### src/rtl/muldiv_sequencer.sv
// Iterative unsigned MUL/MULH/DIVU/REMU unit beside the execute-stage ALU.
// It runs one shift-add or restoring step per cycle and stalls the pipeline through BusyE.
module muldiv_sequencer #(
   parameter int XLEN  = 32,
   parameter int CNT_W = 6
) (
   input  logic            clk,
   input  logic            rst,
   input  logic            StartE,
   input  logic [1:0]      OpE,
   input  logic [XLEN-1:0] SrcA_E,
   input  logic [XLEN-1:0] SrcB_E,
   input  logic            FlushE,
   output logic            BusyE,
   output logic            DoneE,
   output logic [XLEN-1:0] ResultE
);

   typedef enum logic [1:0] {
      IDLE = 2'b00,
      RUN  = 2'b01,
      DONE = 2'b10
   } state_t;

   state_t            state_r;
   logic [CNT_W-1:0]  cnt_r;
   logic [1:0]        op_r;
   logic [XLEN-1:0]   a_r;
   logic [XLEN-1:0]   b_r;
   // Multiply: full product. Divide: {partial remainder, dividend bits shifting into quotient}.
   logic [2*XLEN-1:0] acc_r;

   logic              accept_s;
   logic              div_zero_s;
   logic              last_s;
   logic [XLEN:0]     mul_sum_s;
   logic [XLEN:0]     div_sh_s;
   logic [XLEN:0]     div_diff_s;
   logic [2*XLEN-1:0] acc_next_s;
   logic [XLEN-1:0]   result_next_s;

   // Datapath step, result selection and the stall request
   always_comb begin
      accept_s      = (state_r == IDLE) && StartE && !FlushE;
      BusyE         = accept_s || (state_r == RUN);
      div_zero_s    = OpE[1] && (SrcB_E == {XLEN{1'b0}});
      last_s        = (cnt_r == CNT_W'(XLEN - 1));
      mul_sum_s     = {1'b0, acc_r[2*XLEN-1:XLEN]} + (b_r[0] ? {1'b0, a_r} : {(XLEN+1){1'b0}});
      div_sh_s      = {acc_r[2*XLEN-1:XLEN], acc_r[XLEN-1]};
      // The shifted remainder is below 2*divisor, so the sign bit of this difference is the borrow.
      div_diff_s    = div_sh_s - {1'b0, b_r};
      acc_next_s    = acc_r;
      result_next_s = {XLEN{1'b0}};
      if (op_r[1]) begin
         if (div_diff_s[XLEN]) begin
            acc_next_s = {div_sh_s[XLEN-1:0], acc_r[XLEN-2:0], 1'b0};
         end else begin
            acc_next_s = {div_diff_s[XLEN-1:0], acc_r[XLEN-2:0], 1'b1};
         end
      end else begin
         acc_next_s = {mul_sum_s, acc_r[XLEN-1:1]};
      end
      case (op_r)
         2'b00:   result_next_s = acc_next_s[XLEN-1:0];
         2'b01:   result_next_s = acc_next_s[2*XLEN-1:XLEN];
         2'b10:   result_next_s = acc_next_s[XLEN-1:0];
         2'b11:   result_next_s = acc_next_s[2*XLEN-1:XLEN];
         default: result_next_s = acc_next_s[XLEN-1:0];
      endcase
   end

   // Sequencer state, operand capture, iteration and registered outputs
   always_ff @(posedge clk or posedge rst) begin
      if (rst) begin
         state_r <= IDLE;
         cnt_r   <= {CNT_W{1'b0}};
         op_r    <= 2'b00;
         a_r     <= {XLEN{1'b0}};
         b_r     <= {XLEN{1'b0}};
         acc_r   <= {(2*XLEN){1'b0}};
         DoneE   <= 1'b0;
         ResultE <= {XLEN{1'b0}};
      end else begin
         case (state_r)
            IDLE: begin
               DoneE <= 1'b0;
               if (accept_s) begin
                  op_r  <= OpE;
                  a_r   <= SrcA_E;
                  b_r   <= SrcB_E;
                  cnt_r <= {CNT_W{1'b0}};
                  if (div_zero_s) begin
                     state_r <= DONE;
                     DoneE   <= 1'b1;
                     acc_r   <= {(2*XLEN){1'b0}};
                     ResultE <= OpE[0] ? SrcA_E : {XLEN{1'b1}};
                  end else begin
                     state_r <= RUN;
                     acc_r   <= OpE[1] ? {{XLEN{1'b0}}, SrcA_E} : {(2*XLEN){1'b0}};
                  end
               end else begin
                  state_r <= IDLE;
               end
            end
            RUN: begin
               if (FlushE) begin
                  state_r <= IDLE;
                  DoneE   <= 1'b0;
               end else begin
                  acc_r <= acc_next_s;
                  b_r   <= op_r[1] ? b_r : {1'b0, b_r[XLEN-1:1]};
                  cnt_r <= cnt_r + CNT_W'(1);
                  if (last_s) begin
                     state_r <= DONE;
                     DoneE   <= 1'b1;
                     ResultE <= result_next_s;
                  end else begin
                     state_r <= RUN;
                     DoneE   <= 1'b0;
                  end
               end
            end
            DONE: begin
               state_r <= IDLE;
               DoneE   <= 1'b0;
            end
            default: begin
               state_r <= IDLE;
               DoneE   <= 1'b0;
            end
         endcase
      end
   end

endmodule
### config.mk
export PLATFORM = sky130hd
export DESIGN_NAME = muldiv_sequencer
export DESIGN_NICKNAME = d
export VERILOG_FILES = /design/src/rtl/muldiv_sequencer.sv
export SDC_FILE = /design/constraint.sdc
export NUM_CORES = 1
export LEC_CHECK = 0
export BUFFER_PORTS_ARGS = -buffer_cell sky130_fd_sc_hd__buf_2
export CELL_PAD_IN_SITES_DETAIL_PLACEMENT = 0
export CELL_PAD_IN_SITES_GLOBAL_PLACEMENT = 1
export CORE_ASPECT_RATIO = 0.6
export CORE_MARGIN = 8
export CORE_UTILIZATION = 28
export CTS_BUF_LIST = sky130_fd_sc_hd__clkbuf_4 sky130_fd_sc_hd__clkbuf_8
export DETAILED_ROUTE_END_ITERATION = 8
export GPL_TIMING_DRIVEN = 0
export PLACE_DENSITY_LB_ADDON = 0.1
export REMOVE_ABC_BUFFERS = 1
export SYNTH_ARGS = -nofsm -noshare
export SYNTH_HDL_FRONTEND = slang
export SYNTH_SLANG_ARGS = --single-unit
### constraint.sdc
create_clock -name clk -period 8.7 [get_ports clk]
set_input_delay 2.175 -clock clk [delete_from_list [all_inputs] [get_ports clk]]
set_output_delay 2.175 -clock clk [all_outputs]
set_load 0.01 [all_outputs]
==> reports/metrics.cfg, run 1 <==
[status]
outcome=finished clean

[logic_synthesis]
mappedNetlistArea_mm2=0.0122
ys_types=73
yosysSeqAreaShare_pct=35.0
syn_avg_cell_area_um2=8.22
async_reset_ff_share_pct=100
ys.flop_type=dfrtp_1
yosys_register_bits=170
synthCells=1479
synth_edf_count=0
yosys_warnings=0

[cells_and_area]
fin_util_pct=32.1
drive_gt1_share_pct=12.3
multi_input_area_mm2=0.00740
nets=1667
syn_to_final_growth_pct=13.8
n_antenna_cell=0
final_cells=2121
regArea_mm2=0.00426
fillers=4630

[sta]
period_share_pct=65.4
maxSlewViolCount=0
timing.fmax_ghz=0.176
tightestPinTransition_ns=1.30
slew_headroom_pct=13.2
hold_violations=0
min_period_ns=5.69
setup_violations=0
hold_slack_ns=0.475
rsz0062_at_grt=no
fin_skew_ns=0.0217

[cts]
numCtsBuffers=17
clockRootBuffer=clkbuf_8
clkTransAtPathRegs_ns=0.11
ctsHoldBuffers=0
cts_setup_buffers=0
cts_tree=done
cts.sinks=170
cts_buffer_depth=2
post_cts_resized=0
h-tree-depth=4
clock_latency_ns=0.51

[floorplan]
die_w_um=285
die_area_mm2=0.0506
placement_rows=59
core_area_mm2=0.0431
start_util_pct=28.2
io_pins=104
die_h_um=177

[setup_path]
startpoint_type=primary input
r2r_cells=14
r2r_start=b_r[0]
crit_path_end_kind=register
r2r_slack_ns=3.18
cp-endpoint=ResultE[18]
crit_start=SrcB_E[2]
path_max_fanout=29
reg2reg_to=ResultE[11]
criticalPathCategory=in -> reg
crit_required_ns=9.11
arrival_ns=6.10

[route]
ant_nets=0
drtIter0Drc=690
wl_mm=44.3
drt_first_pass_iters=5
wl_per_cell_um=20.9
via_per_inst=5.18
vias=11000
drc_errors=0

[global_routing]
gr-total-overflow=0
grt_max_degree=107
grt_pass1_wl_mm=68.8
grt_pass1_vias=11300
antenna_found_initial=3
track_usage_pct=17.4

[run]
maxCapViolations=0

[power]
p_sw_share_pct=47.8
pwr-share-clk_pct=15.0
pwr-share-comb_pct=58.3
p_int_mw=2.37
ir_drop_uv=211
pwr_density_cell_mw_per_mm2=329
cellLeakagePower_nw=6.61
switchingPower_mw=2.18
seqPwrFrac_pct=26.7

[placement]
dpl.hpwl_mm=33.2
dp_cells=2090
gp_congestion=0.835
port_buffers=103

[min_path]
min_path_type=reg -> reg
holdPathStages=2

-- flip-flops by register name, summed over array words and instances (netlist names) --
register / flops
acc_r: 64
ResultE: 32
a_r: 32
b_r: 32
cnt_r: 6
op_r: 2
DoneE: 1
state_r: 1
-- logic make-up after synthesis --
kind of cell	Yosys count	share of synthesized area, %
simple gates	493	18.0
compound gates	455	23.1
flops	170	35.0
buf+inv	143	4.65
mux	90	7.64
fa+ha+maj	67	7.02
xor+xnor	61	4.55
-- layout make-up --
class	count	share of cell area, %
Inverter	55	1.55
Clock buffer	19	1.84
Clock inverter	12	1.36
Tap cell	579	5.23
Multi-Input combinational cell	1166	53.5
Timing Repair Buffer	120	5.77
Sequential cell	170	30.8
-- through the flow --
step | total power, mW | setup slack, ns | area (µm²) | setup TNS [ns]
6_report | 4.55 | 3.01 | 13800 | 0
2_1_floorplan | 3.09 | -1.67 | 11800 | -87.77
3_5_place_dp | 3.90 | 2.26 | 13400 | 0
4_1_cts | 4.60 | 2.83 | 13800 | 0
3_3_place_gp | 3.88 | -12.51 | 13000 | -1187.60
5_1_grt | 4.95 | 2.69 | 13800 | 0
-- layout by cell type (no fill, tap or decap), types with 18 or more instances in the layout --
cell	Yosys	routed
mux2i_1	76	76
and2_1	36	36
xor2_1	27	27
nor2_1	123	119
a21o_1	31	31
clkbuf_8	0	18
xnor2_1	33	33
a31oi_1	26	26
a21oi_1	135	134
buf_2	5	103
ha_1	65	65
dfrtp_1	170	169
inv_1	54	53
nand2_1	234	232
o21ai_0	136	136
-- power by group through the flow --
stage	Clock [mW]	Sequential [mW]	Combinational, mW
finish	0.682	1.22	2.65
global route	0.736	1.25	2.96
CTS	0.706	1.22	2.67
detailed placement	0	1.24	2.66
global placement	0	1.25	2.63
floorplan	0	1.14	1.95
-- metal layers --
layer,vias up,part of all wire [%],global-route usage [%],wire length [µm]
met5,-,0.029,0,13
met4,2,1.4,3.97,634
met3,32,3.3,2.62,1470
met2,158,43,26.8,19200
met1,5415,52,25.5,23000
li1,5381,-,-,-
-- worst min-delay path by stage --
| stage | startpoint | endpoint | slack (ns) |
|---|---|---|---|
| after global routing | a_r[12] | a_r[12] | 0.50 |
| final | a_r[31] | a_r[31] | 0.48 |
| after global placement | ResultE[1] | ResultE[1] | 0.45 |
| after floorplan | a_r[0] | a_r[0] | 0.44 |
| after CTS | a_r[31] | a_r[31] | 0.48 |
| after detailed placement | a_r[31] | a_r[31] | 0.45 |
-- critical path: stages --
cell	delay (ns)
buf_2	0.11
nor4b_2	0.72
nand4_1	0.37
nor3_1	0.91
a21oi_4	0.39
buf_16	0.29
inv_1	0.61
o311ai_1	0.30
o21a_1	0.18
-- synth_stat cells (13+ instances only) --
master    number  area, µm²
nand2_1      234        878
dfrtp_1      170       4250
o21ai_0      136        681
a21oi_1      135        676
nor2_1       123        462
mux2i_1       76        761
clkbuf_1      74        278
ha_1          65        813
inv_1         54        203
and2_1        36        225
xnor2_1       33        289
a21o_1        31        233
xor2_1        27        236
a31oi_1       26        163
a22o_1        16        140
nand4_1       16        100
nor3_1        16       80.1
a221oi_1      15        131
nand3_1       14       70.1
o211ai_1      13       97.6
(Power assumes the default switching activity.)
==> run 2: changes to the inputs <==
- clock period: 8.7 -> 5.8 ns (I/O delays scaled with it)
==> run 2 against run 1 <==
- clock skew did not move
- first-iteration DRC count did not move
- register-to-register slack worse by 2.5 ns
- power rose by 50%
- utilization is essentially flat
- critical path depth rose by 5
- sequential share of layout area about the same
- hold slack is the same
- clock power increased by 50%
- global-route usage is the same
- largest cell class unchanged
- highest routed layer unchanged
==> reports/metrics.cfg, run 2 (synthesized netlist as in run 1, its figures left out) <==
[status]
outcome=finished clean

[power]
pwr-share-comb_pct=58.3
pwr_density_cell_mw_per_mm2=493
switchingPower_mw=3.27
seqPwrFrac_pct=26.7
p_sw_share_pct=47.8
ir_drop_uv=316
pwr-share-clk_pct=15.0
p_int_mw=3.56
cellLeakagePower_nw=6.60

[cells_and_area]
final_cells=2121
nets=1667
fillers=4629
syn_to_final_growth_pct=13.9
n_antenna_cell=0
most-common-layout-cells=nand2_1, dfrtp_1, o21ai_0
largest_reg_flops=64
final_common_cell=nand2_1
drive_gt1_share_pct=12.3
largest-register=acc_r

[floorplan]
die_w_um=285
die_h_um=177
die_area_mm2=0.0506
placement_rows=59
start_util_pct=28.2
core_area_mm2=0.0431
io_pins=104

[cts]
clkTransAtPathRegs_ns=0.10
cts_tree=done
clock_latency_ns=0.51
ctsHoldBuffers=0
cts.sinks=170
h-tree-depth=4
numCtsBuffers=17
cts_setup_buffers=0
clockRootBuffer=clkbuf_8
cts_buffer_depth=2

[route]
via_per_inst=5.18
wl_met1_mm=23.0
dr_wl_met2_mm=19.2
drtIter0Drc=690
drt_first_pass_iters=5
drc_errors=0
wl_per_cell_um=20.9
vias=11000
top_layer=met5
ant_nets=0
wl_mm=44.3
wl_met3_mm=1.47

[placement]
dpl.hpwl_mm=33.2
gp_congestion=0.835
dp_cells=2090
port_buffers=103

[global_routing]
grt_pass1_vias=11300
grt_max_degree=107
grt_pass1_wl_mm=68.8
antenna_found_initial=3
gr-total-overflow=0
track_usage_pct=17.4

[sta]
rsz0062_at_grt=no
slew_headroom_pct=13.2
timing.fmax_ghz=0.194
hold_violations=0
period_share_pct=88.8
min_period_ns=5.15
tightestPinTransition_ns=1.30
maxSlewViolCount=0
setup_violations=0
hold_slack_ns=0.475
fin_skew_ns=0.0217

[setup_path]
startpoint_type=register
path_max_fanout=34
criticalPathCategory=reg -> reg
crit_path_end_kind=register
crit_required_ns=6.20
arrival_ns=5.55

[run]
maxCapViolations=0

[min_path]
min_path_type=reg -> reg

run 2: path summary, 6_finish.rpt:
path	cells after the start	end	startpoint	slack, ns
setup / recovery	14	ResultE[11]	b_r[0]	0.65
hold / removal	2	a_r[31]	a_r[31]	0.48
setup reg to reg	14	ResultE[11]	b_r[0]	0.65
hold reg to reg	2	a_r[31]	a_r[31]	0.48
max in group asynchronous	3	acc_r[30]	rst	3.75
min in group asynchronous	2	b_r[4]	rst	1.00
run 2: critical path, cell delays in order (launching register included):
cell and delay, ns:
dfrtp_2 0.77, ha_1 0.44, inv_1 0.09, fa_1 0.43, a211oi_1 0.33, o211ai_1 0.22
a31oi_1 0.68, o31ai_4 0.17, o221ai_4 0.26, xnor2_4 0.34, buf_12 0.28, mux2_2 0.37
a21oi_1 0.23, a21oi_1 0.13, a21o_1 0.24
run 2: power groups by stage:
| stage | Sequential (mW) | Combinational (mW) | Clock [mW] |
|---|---|---|---|
| floorplan | 1.71 | 2.93 | 0 |
| global placement | 1.88 | 3.95 | 0 |
| finish | 1.82 | 3.98 | 1.02 |
| detailed placement | 1.86 | 3.99 | 0 |
| global route | 1.88 | 4.44 | 1.10 |
| CTS | 1.83 | 4.01 | 1.06 |
run 2: repair_timing:
action / in CTS / in global routing
gates resized for setup: 0 / 1
hold endpoints to repair: 0 / 0
setup endpoints to repair: 0 / 8
run 2: area by class of cell:
| class | count | area (µm²) | area share (%) |
|---|---|---|---|
| multi-input combinational | 1166 | 7400 | 53.5 |
| clock buffer | 19 | 255 | 1.84 |
| clock inverter | 12 | 189 | 1.36 |
| sequential | 170 | 4260 | 30.8 |
| timing repair buffer | 120 | 800 | 5.77 |
| tap | 579 | 724 | 5.23 |
| inverter | 55 | 214 | 1.55 |
run 2: per-stage QoR:
stage               setup WS (ns)  setup TNS (ns)  cell area [µm²]  total power, mW  util, %
global route                0.207               0            13800             7.42     32.1
CTS                         0.167               0            13800             6.90     32.1
global placement           -14.68        -1879.00            13000             5.82     30.3
floorplan                   -3.84         -324.32            11800             4.64        -
finish                      0.647               0            13800             6.83     32.1
detailed placement         0.0829               0            13400             5.85     31.1
run 2: per-layer routing:
layer / global-route usage (%) / up-vias
met5: 0 / -
met4: 3.97 / 2
met3: 2.62 / 32
met2: 26.8 / 158
met1: 25.5 / 5415
li1: - / 5381
